## src/rtl/clap_counter.sv

```systemverilog
// Clap detector: threshold/hysteresis detection with echo hold-off, groups claps
// into bursts and hands the burst count downstream over valid/ready.
module clap_counter #(
  parameter int SAMPLE_WIDTH   = 12,
  parameter int CLAPS_WIDTH    = 16,
  parameter int THRESH_HI      = 2048,
  parameter int THRESH_LO      = 1024,
  parameter int HOLDOFF_CYCLES = 2500000,
  parameter int GAP_CYCLES     = 25000000,
  parameter int MAX_CLAPS      = 15
) (
  input  logic                    clock,
  input  logic                    reset,
  input  logic [SAMPLE_WIDTH-1:0] sample_data,
  input  logic                    sample_valid,
  output logic [CLAPS_WIDTH-1:0]  claps_data,
  output logic                    claps_valid,
  input  logic                    claps_ready,
  output logic                    clap_pulse,
  output logic                    busy
);

  localparam int TIMER_MAX = (HOLDOFF_CYCLES > GAP_CYCLES) ? HOLDOFF_CYCLES : GAP_CYCLES;
  localparam int TW        = (TIMER_MAX > 1) ? $clog2(TIMER_MAX) : 1;

  localparam logic [SAMPLE_WIDTH-1:0] HI_LEVEL    = SAMPLE_WIDTH'(THRESH_HI);
  localparam logic [SAMPLE_WIDTH-1:0] LO_LEVEL    = SAMPLE_WIDTH'(THRESH_LO);
  localparam logic [TW-1:0]           HOLD_RELOAD = TW'(HOLDOFF_CYCLES - 1);
  localparam logic [TW-1:0]           GAP_RELOAD  = TW'(GAP_CYCLES - 1);
  localparam logic [CLAPS_WIDTH-1:0]  COUNT_MAX   = CLAPS_WIDTH'(MAX_CLAPS);

  typedef enum logic [1:0] {IDLE, HOLDOFF, GAP, EMIT} state_t;

  state_t                 r_state, w_stateNext;
  logic [CLAPS_WIDTH-1:0] r_count, w_countNext;
  logic [TW-1:0]          r_timer, w_timerNext;
  logic                   r_armed, w_armedNext;
  logic                   r_valid, w_validNext;
  logic [CLAPS_WIDTH-1:0] r_data, w_dataNext;
  logic                   r_pulse, w_pulseNext;
  logic                   w_listening;
  logic                   w_event;

  assign w_listening = (r_state == IDLE) || (r_state == GAP);
  assign w_event     = w_listening && r_armed && sample_valid && (sample_data >= HI_LEVEL);

  always_ff @(posedge clock) begin
    if (reset) begin
      r_state <= IDLE;
      r_count <= '0;
      r_timer <= '0;
      r_armed <= 1'b0;
      r_valid <= 1'b0;
      r_data  <= '0;
      r_pulse <= 1'b0;
    end else begin
      r_state <= w_stateNext;
      r_count <= w_countNext;
      r_timer <= w_timerNext;
      r_armed <= w_armedNext;
      r_valid <= w_validNext;
      r_data  <= w_dataNext;
      r_pulse <= w_pulseNext;
    end
  end

  // A clap on the final gap cycle extends the burst instead of emitting it.
  always_comb begin
    w_stateNext = r_state;
    w_countNext = r_count;
    w_timerNext = r_timer;
    w_armedNext = r_armed;
    w_validNext = r_valid;
    w_dataNext  = r_data;
    w_pulseNext = 1'b0;

    if (w_listening && sample_valid && (sample_data < LO_LEVEL)) begin
      w_armedNext = 1'b1;
    end
    if (w_event) begin
      w_armedNext = 1'b0;
      w_pulseNext = 1'b1;
    end

    case (r_state)
      IDLE: begin
        if (w_event) begin
          w_countNext = CLAPS_WIDTH'(1);
          w_timerNext = HOLD_RELOAD;
          w_stateNext = HOLDOFF;
        end
      end
      HOLDOFF: begin
        if (r_timer == '0) begin
          w_timerNext = GAP_RELOAD;
          w_stateNext = GAP;
        end else begin
          w_timerNext = r_timer - 1'b1;
        end
      end
      GAP: begin
        if (w_event) begin
          w_countNext = (r_count >= COUNT_MAX) ? COUNT_MAX : r_count + CLAPS_WIDTH'(1);
          w_timerNext = HOLD_RELOAD;
          w_stateNext = HOLDOFF;
        end else if (r_timer == '0) begin
          w_dataNext  = r_count;
          w_validNext = 1'b1;
          w_stateNext = EMIT;
        end else begin
          w_timerNext = r_timer - 1'b1;
        end
      end
      EMIT: begin
        if (claps_ready) begin
          w_validNext = 1'b0;
          w_countNext = '0;
          w_armedNext = 1'b0;
          w_stateNext = IDLE;
        end
      end
      default: w_stateNext = IDLE;
    endcase
  end

  assign claps_data  = r_data;
  assign claps_valid = r_valid;
  assign clap_pulse  = r_pulse;
  assign busy        = (r_state != IDLE);

endmodule
```

## config.mk

```make
export PLATFORM = sky130hd
export DESIGN_NAME = clap_counter
export DESIGN_NICKNAME = d
export VERILOG_FILES = /design/src/rtl/clap_counter.sv
export SDC_FILE = /design/constraint.sdc
export NUM_CORES = 1
export LEC_CHECK = 0
export CAP_MARGIN = 25
export CORE_ASPECT_RATIO = 0.5
export CORE_MARGIN = 4
export CORE_UTILIZATION = 50
export CTS_BUF_LIST = sky130_fd_sc_hd__clkbuf_4 sky130_fd_sc_hd__clkbuf_8
export DETAILED_ROUTE_END_ITERATION = 8
export PLACE_DENSITY = 0.8
export SETUP_SLACK_MARGIN = 0.05
export SLEW_MARGIN = 20
export SYNTH_ARGS = -nofsm -noshare
export SYNTH_HDL_FRONTEND = slang
export SYNTH_SLANG_ARGS = --single-unit
```

## constraint.sdc

```tcl
create_clock -name clock -period 2.3 [get_ports clock]
set_input_delay 0.575 -clock clock [delete_from_list [all_inputs] [get_ports clock]]
set_output_delay 0.575 -clock clock [all_outputs]
set_load 0.01 [all_outputs]
```

Word-level counts from Yosys, hierarchy flattened
Index checks and enable logic that the tools add are counted.

Register bits: 62. Input port bits: 16.

Add/sub/neg operators: 2. $lt $le $gt $ge: 3. Equal/unequal tests: 11. Multiplexer cells: 25. Bitwise gates (word level): 1. Reductions and logical operators: 17.

Operators by type and width (number): 25-bit 2-to-1 mux (4); 25-bit one-hot mux with 3 select lines (1); 16-bit 2-to-1 mux (4); 16-bit one-hot mux with 3 select lines (1); 25-bit logical NOT (1); 25-bit by 1-bit subtractor with 25-bit output, second input constant (1); 16-bit by 1-bit adder with 16-bit output, second input constant (1); 16-bit by 4-bit >= comparator with 1-bit output, second input constant (1); 12-bit >= comparator, second input constant (1); 12-bit by 11-bit less-than comparator with 1-bit output, second input constant (1); 4-bit AND reduction (3); 2-bit 2-to-1 mux (5); 2-bit inequality test, second input constant (5); 1-bit 2-to-1 mux (8); 2-bit one-hot mux with 4 select lines (1); 3-bit AND reduction (2); 3-bit nonzero test (2); 1-bit logical AND (5); 2-bit == test, second input constant (2); 2-bit nonzero test (2); 3-bit by 2-bit inequality test with 1-bit output, second input constant (1); 3-bit inequality test, second input constant (1); 2-bit by 1-bit == test with 1-bit output, second input constant (1); 2-bit logical NOT (1); other kinds (4) (4).

Logic depth before layout (Yosys ltp)
Depth in word-level cells: 8. Depth in mapped cells: 10. Mapped depth without buffers: 8.

Least setup slack after synthesis
No wires, ideal clock.

Kind: register to register. From: register r_state[1]. To: register r_timer[3]. Arrival: 1995 ps. Path slack: 179 ps. Cell stages (with the launch flop): 9. Clock period less this slack: 2121 ps. Cell sequence: dfxtp_1 inv_1 ha_1 nor2b_1 o21ai_0 a21oi_1 o21ai_2 o311ai_0 nor2_1.

Longest elaborated chain between the ends: 7. Elaborated cells between the ends (all ways): 13. Classes of those cells: eq/ne: 4; mux: 2; reduce/logical: 7.

RTL lines: start: declaration (line 34) `state_t r_state, w_stateNext;`; start signal: assignment (line 57) `r_state <= w_stateNext;`; 2-bit == test / 2-bit logical NOT (equally long branches) (line 44, 85); 1-bit logical OR (line 44) `assign w_listening = (r_state == IDLE) || (r_state == GAP);`; 1-bit logical AND (3 in series) (line 45) `assign w_event = w_listening && r_armed && sample_valid && (sample_data >= HI_LEVEL);`; 3-bit inequality test (no source line), or another cell as far along; 3-bit AND reduction (no source line) / 25-bit one-hot mux with 3 select lines (equally long branches); end signal: assignment (line 59) `r_timer <= w_timerNext;`; end: declaration (line 36) `logic [TW-1:0] r_timer, w_timerNext;`.

Parallel ways exist; a longest one is shown, timed or not. A chain may end at the register's enable or synchronous reset.

Final worst setup path
From: register r_timer[18]. To: register r_timer[18].

Longest elaborated chain between the ends: 4. Elaborated cells between the ends (all ways): 8. Classes of those cells: add/sub: 1; eq/ne: 1; mux: 4; reduce/logical: 2.

RTL lines: 25-bit by 1-bit subtractor with 25-bit output (line 98, 111); 25-bit 2-to-1 mux (line 106) `end else if (r_timer == '0) begin`; 25-bit 2-to-1 mux (line 102) `if (w_event) begin`; 25-bit one-hot mux with 3 select lines (line 85) `case (r_state)`.

Parallel ways exist; a longest one is shown, timed or not. The select of a mux whose other input is x is not followed.

==> results.py <==
metrics = {
    "outcome": {
        "status": "finished, final reports clean",
    },
    "worst_setup_path": {
        "max_stage_delay_ps": 550,
        "path_cells": "or4_4, nor4_4, nand3_2, buf_6, o21ai_4, buf_6, nor3_2, nor3_2",
        "critPathBufInv": 2,
        "path_depth": 8,
        "end_kind": "flip-flop",
        "cp_max_fo": 6,
        "path_delay_family": "simple AND/OR/NAND/NOR gates",
        "crit_slowest_cell": "or4_4",
        "required_ps": 2570,
        "criticalPathCategory": "flip-flop to flip-flop",
        "reg2reg_depth": 8,
        "startpoint_type": "flip-flop",
        "cp_data_arrival_time_ps": 2560,
    },
    "global_route": {
        "grt_pass1_vias": 3151,
        "grt_antenna_before_repair": 0,
        "grt_overflow": 0,
        "grt_first_pass_wirelength_um": 14600,
        "grt_usage": 0.240,
        "grt_start_max_net_pins": 39,
    },
    "routing": {
        "ant_nets": 0,
        "drc": 0,
        "drt_iter0_markers": 334,
        "first_pass_iters": 5,
        "vias": 3272,
        "wirelength_um": 9190,
        "vias_per_cell": 5.87,
        "wl_per_cell_um": 16.5,
    },
    "yosys": {
        "synthCells": 390,
        "synth.top_cells.by_count": "dfxtp_1 (62), nand2_1 (53), a21oi_1 (48)",
        "netlist_area_mm2": 0.00308,
        "yosysWarningCount": 0,
        "synth_top_cell_by_area": "dfxtp_1",
        "yosysSeqAreaShare": 0.402,
        "synth_top_area_frac": 0.402,
        "yosysMostFrequentCell": "dfxtp_1",
        "synth_fp_nets": 414,
        "avgSynthCellArea_um2": 7.91,
        "synth_edf_count": 0,
        "synthArstFlopShare": 0,
        "ys_top_cells_by_area": "dfxtp_1 (40%), a21oi_1 (7.8%), nand2_1 (6.5%), nor2_1 (4.7%), ha_1 (3.2%)",
        "synthFlopType": "dfxtp_1",
        "ys_types": 58,
        "synth_seq_cells": 62,
    },
    "worst_hold_path": {
        "hold_path_class": "flip-flop to flip-flop",
        "holdPathStages": 2,
    },
    "job": {
        "max_cap_viol_count": 0,
    },
    "final_layout": {
        "fin_nets": 493,
        "area_growth_pct": 36.8,
        "fillers": 426,
        "final_core_util": 0.736,
        "diodes": 0,
        "drive_gt1_frac": 0.233,
        "regArea_mm2": 0.00124,
        "final_area_mm2": 0.00422,
        "multi_input_area_mm2": 0.00183,
    },
    "sta": {
        "final-setup-viol-count": 0,
        "finalMaxSlewViolations": 0,
        "setup_slack_ps": 8.78,
        "clock.fmax_ghz": 0.436,
        "relSlewSlack": 0.704,
        "worst_pin_slew_ps": 440,
        "period_needed_ps": 2290,
        "finClkSkew_ps": 7.75,
        "finalHoldViolations": 0,
        "setup-tns-final_ps": 0,
        "min_period_over_period": 0.996,
        "rsz0062_at_grt": "yes",
    },
    "placed_design": {
        "portBuffers": 24,
        "place_congestion": 0.960,
        "dpl-instance-area_mm2": 0.00378,
        "place_ws_ps": -250,
        "hpwlAfterDp_um": 6390,
    },
    "clocking": {
        "clkSinkCount": 62,
        "cts.path.max_buffers": 2,
        "cts_tree": "done",
        "ctsRootBufferMaster": "clkbuf_8",
        "path_clk_slew_ps": 60,
        "clock_latency_ps": 350,
        "cts_max_level": 3,
        "cts_buffers": 9,
    },
    "floorplan": {
        "die_w_um": 119,
        "core-area_mm2": 0.00573,
        "num_io_pins": 35,
        "fp.dieH_um": 63.5,
        "start_util": 0.538,
        "dieArea_mm2": 0.00757,
        "placement_rows": 19,
    },
    "pwr": {
        "leakagePower_uw": 0.00164,
        "vdd_drop_max_uv": 540,
        "power.density_mw_per_mm2": 1290,
    },
}
area by class of cell:
cell class / instances / area share
clock buffers: 12 / 0.0377
clock inverters: 3 / 0.0160
inverters: 13 / 0.0116
multi-input cells: 297 / 0.435
flip-flops and latches: 62 / 0.295
well taps: 84 / 0.0249
repair buffers: 86 / 0.180
registers in the layout (all words and copies together), names as in the netlist:
name / cells
r_armed: 1
r_state: 2
clap_pulse: 1
claps_valid: 1
claps_data: 16
r_count: 16
r_timer: 25
metrics by stage:
step / total power [uW] / cells / hold WS, ps
final: 5440 / 557 / 454
after global routing: 5790 / 557 / 481
after CTS: 5110 / 550 / 460
after detailed placement: 3960 / 533 / 451
after global placement: 3870 / 533 / 443
after floorplan: 2940 / 390 / 433
layout by cell type (no fill, tap or decap), types with 4 or more instances in the layout:
master            n
and3_1            5
nor2_1           38
buf_4            54
clkbuf_8         11
nand3_1          10
nor4_1            8
nand2_1          52
clkdlybuf4s50_1  23
dfxtp_1          60
a21o_1            4
ha_1              8
inv_1            12
and2_1            6
a31oi_1           5
nand4_1           6
nor3_1           16
a21oi_1          45
buf_6             5
o21ai_0           9
nand2b_1          4
worst reg2reg max path, stage by stage, from the launching register on:
cell and delay [ps]:
dfxtp_2 320, or4_4 550, nor4_4 380, nand3_2 210, buf_6 180, o21ai_4 220
buf_6 160, nor3_2 50, nor3_2 160
routing by layer:
metal	track usage	up-vias	part of all wire
li1	-	1579	-
met1	0.276	1548	0.43
met2	0.409	119	0.49
met3	0.0688	26	0.059
met4	0.120	0	0.028
met5	0	-	0
kinds of logic (layout without fill, tap and decap cells):
logic type,Yosys count,after routing,synth area share
simple gates,174,174,0.281
compound gates,111,111,0.230
flops,62,62,0.402
buf+inv,31,114,0.0426
fa+ha+maj,8,8,0.0325
xor+xnor,4,4,0.0114
worst paths after layout:
path                               startpoint                     endpoint  slack [ps]
hold reg to reg   claps_data[15]$_SDFFE_PP0P_  claps_data[15]$_SDFFE_PP0P_         450
setup reg to reg     r_timer[18]$_SDFFE_PP0P_     r_timer[18]$_SDFFE_PP0P_           9
hold / removal    claps_data[15]$_SDFFE_PP0P_  claps_data[15]$_SDFFE_PP0P_         450
setup / recovery     r_timer[18]$_SDFFE_PP0P_     r_timer[18]$_SDFFE_PP0P_           9
where the power goes:
| group | leakage (uW) | switching, uW | internal (uW) |
|---|---|---|---|
| registers | 0.000503 | 165 | 1210 |
| logic | 0.00102 | 1660 | 1310 |
| clock network | 0.000112 | 424 | 675 |
what timing repair did:
| action | CTS | global route |
|---|---|---|
| pin swaps | 2 | 15 |
| setup buffers | 2 | 8 |
| endpoints found under the setup margin | 20 | 18 |
| gates cloned | 0 | 0 |
| resized for setup | 4 | 33 |
| hold endpoints to repair | 0 | 0 |
| hold buffers | 0 | 0 |
Note: power is estimated with default switching activity, not from simulation.
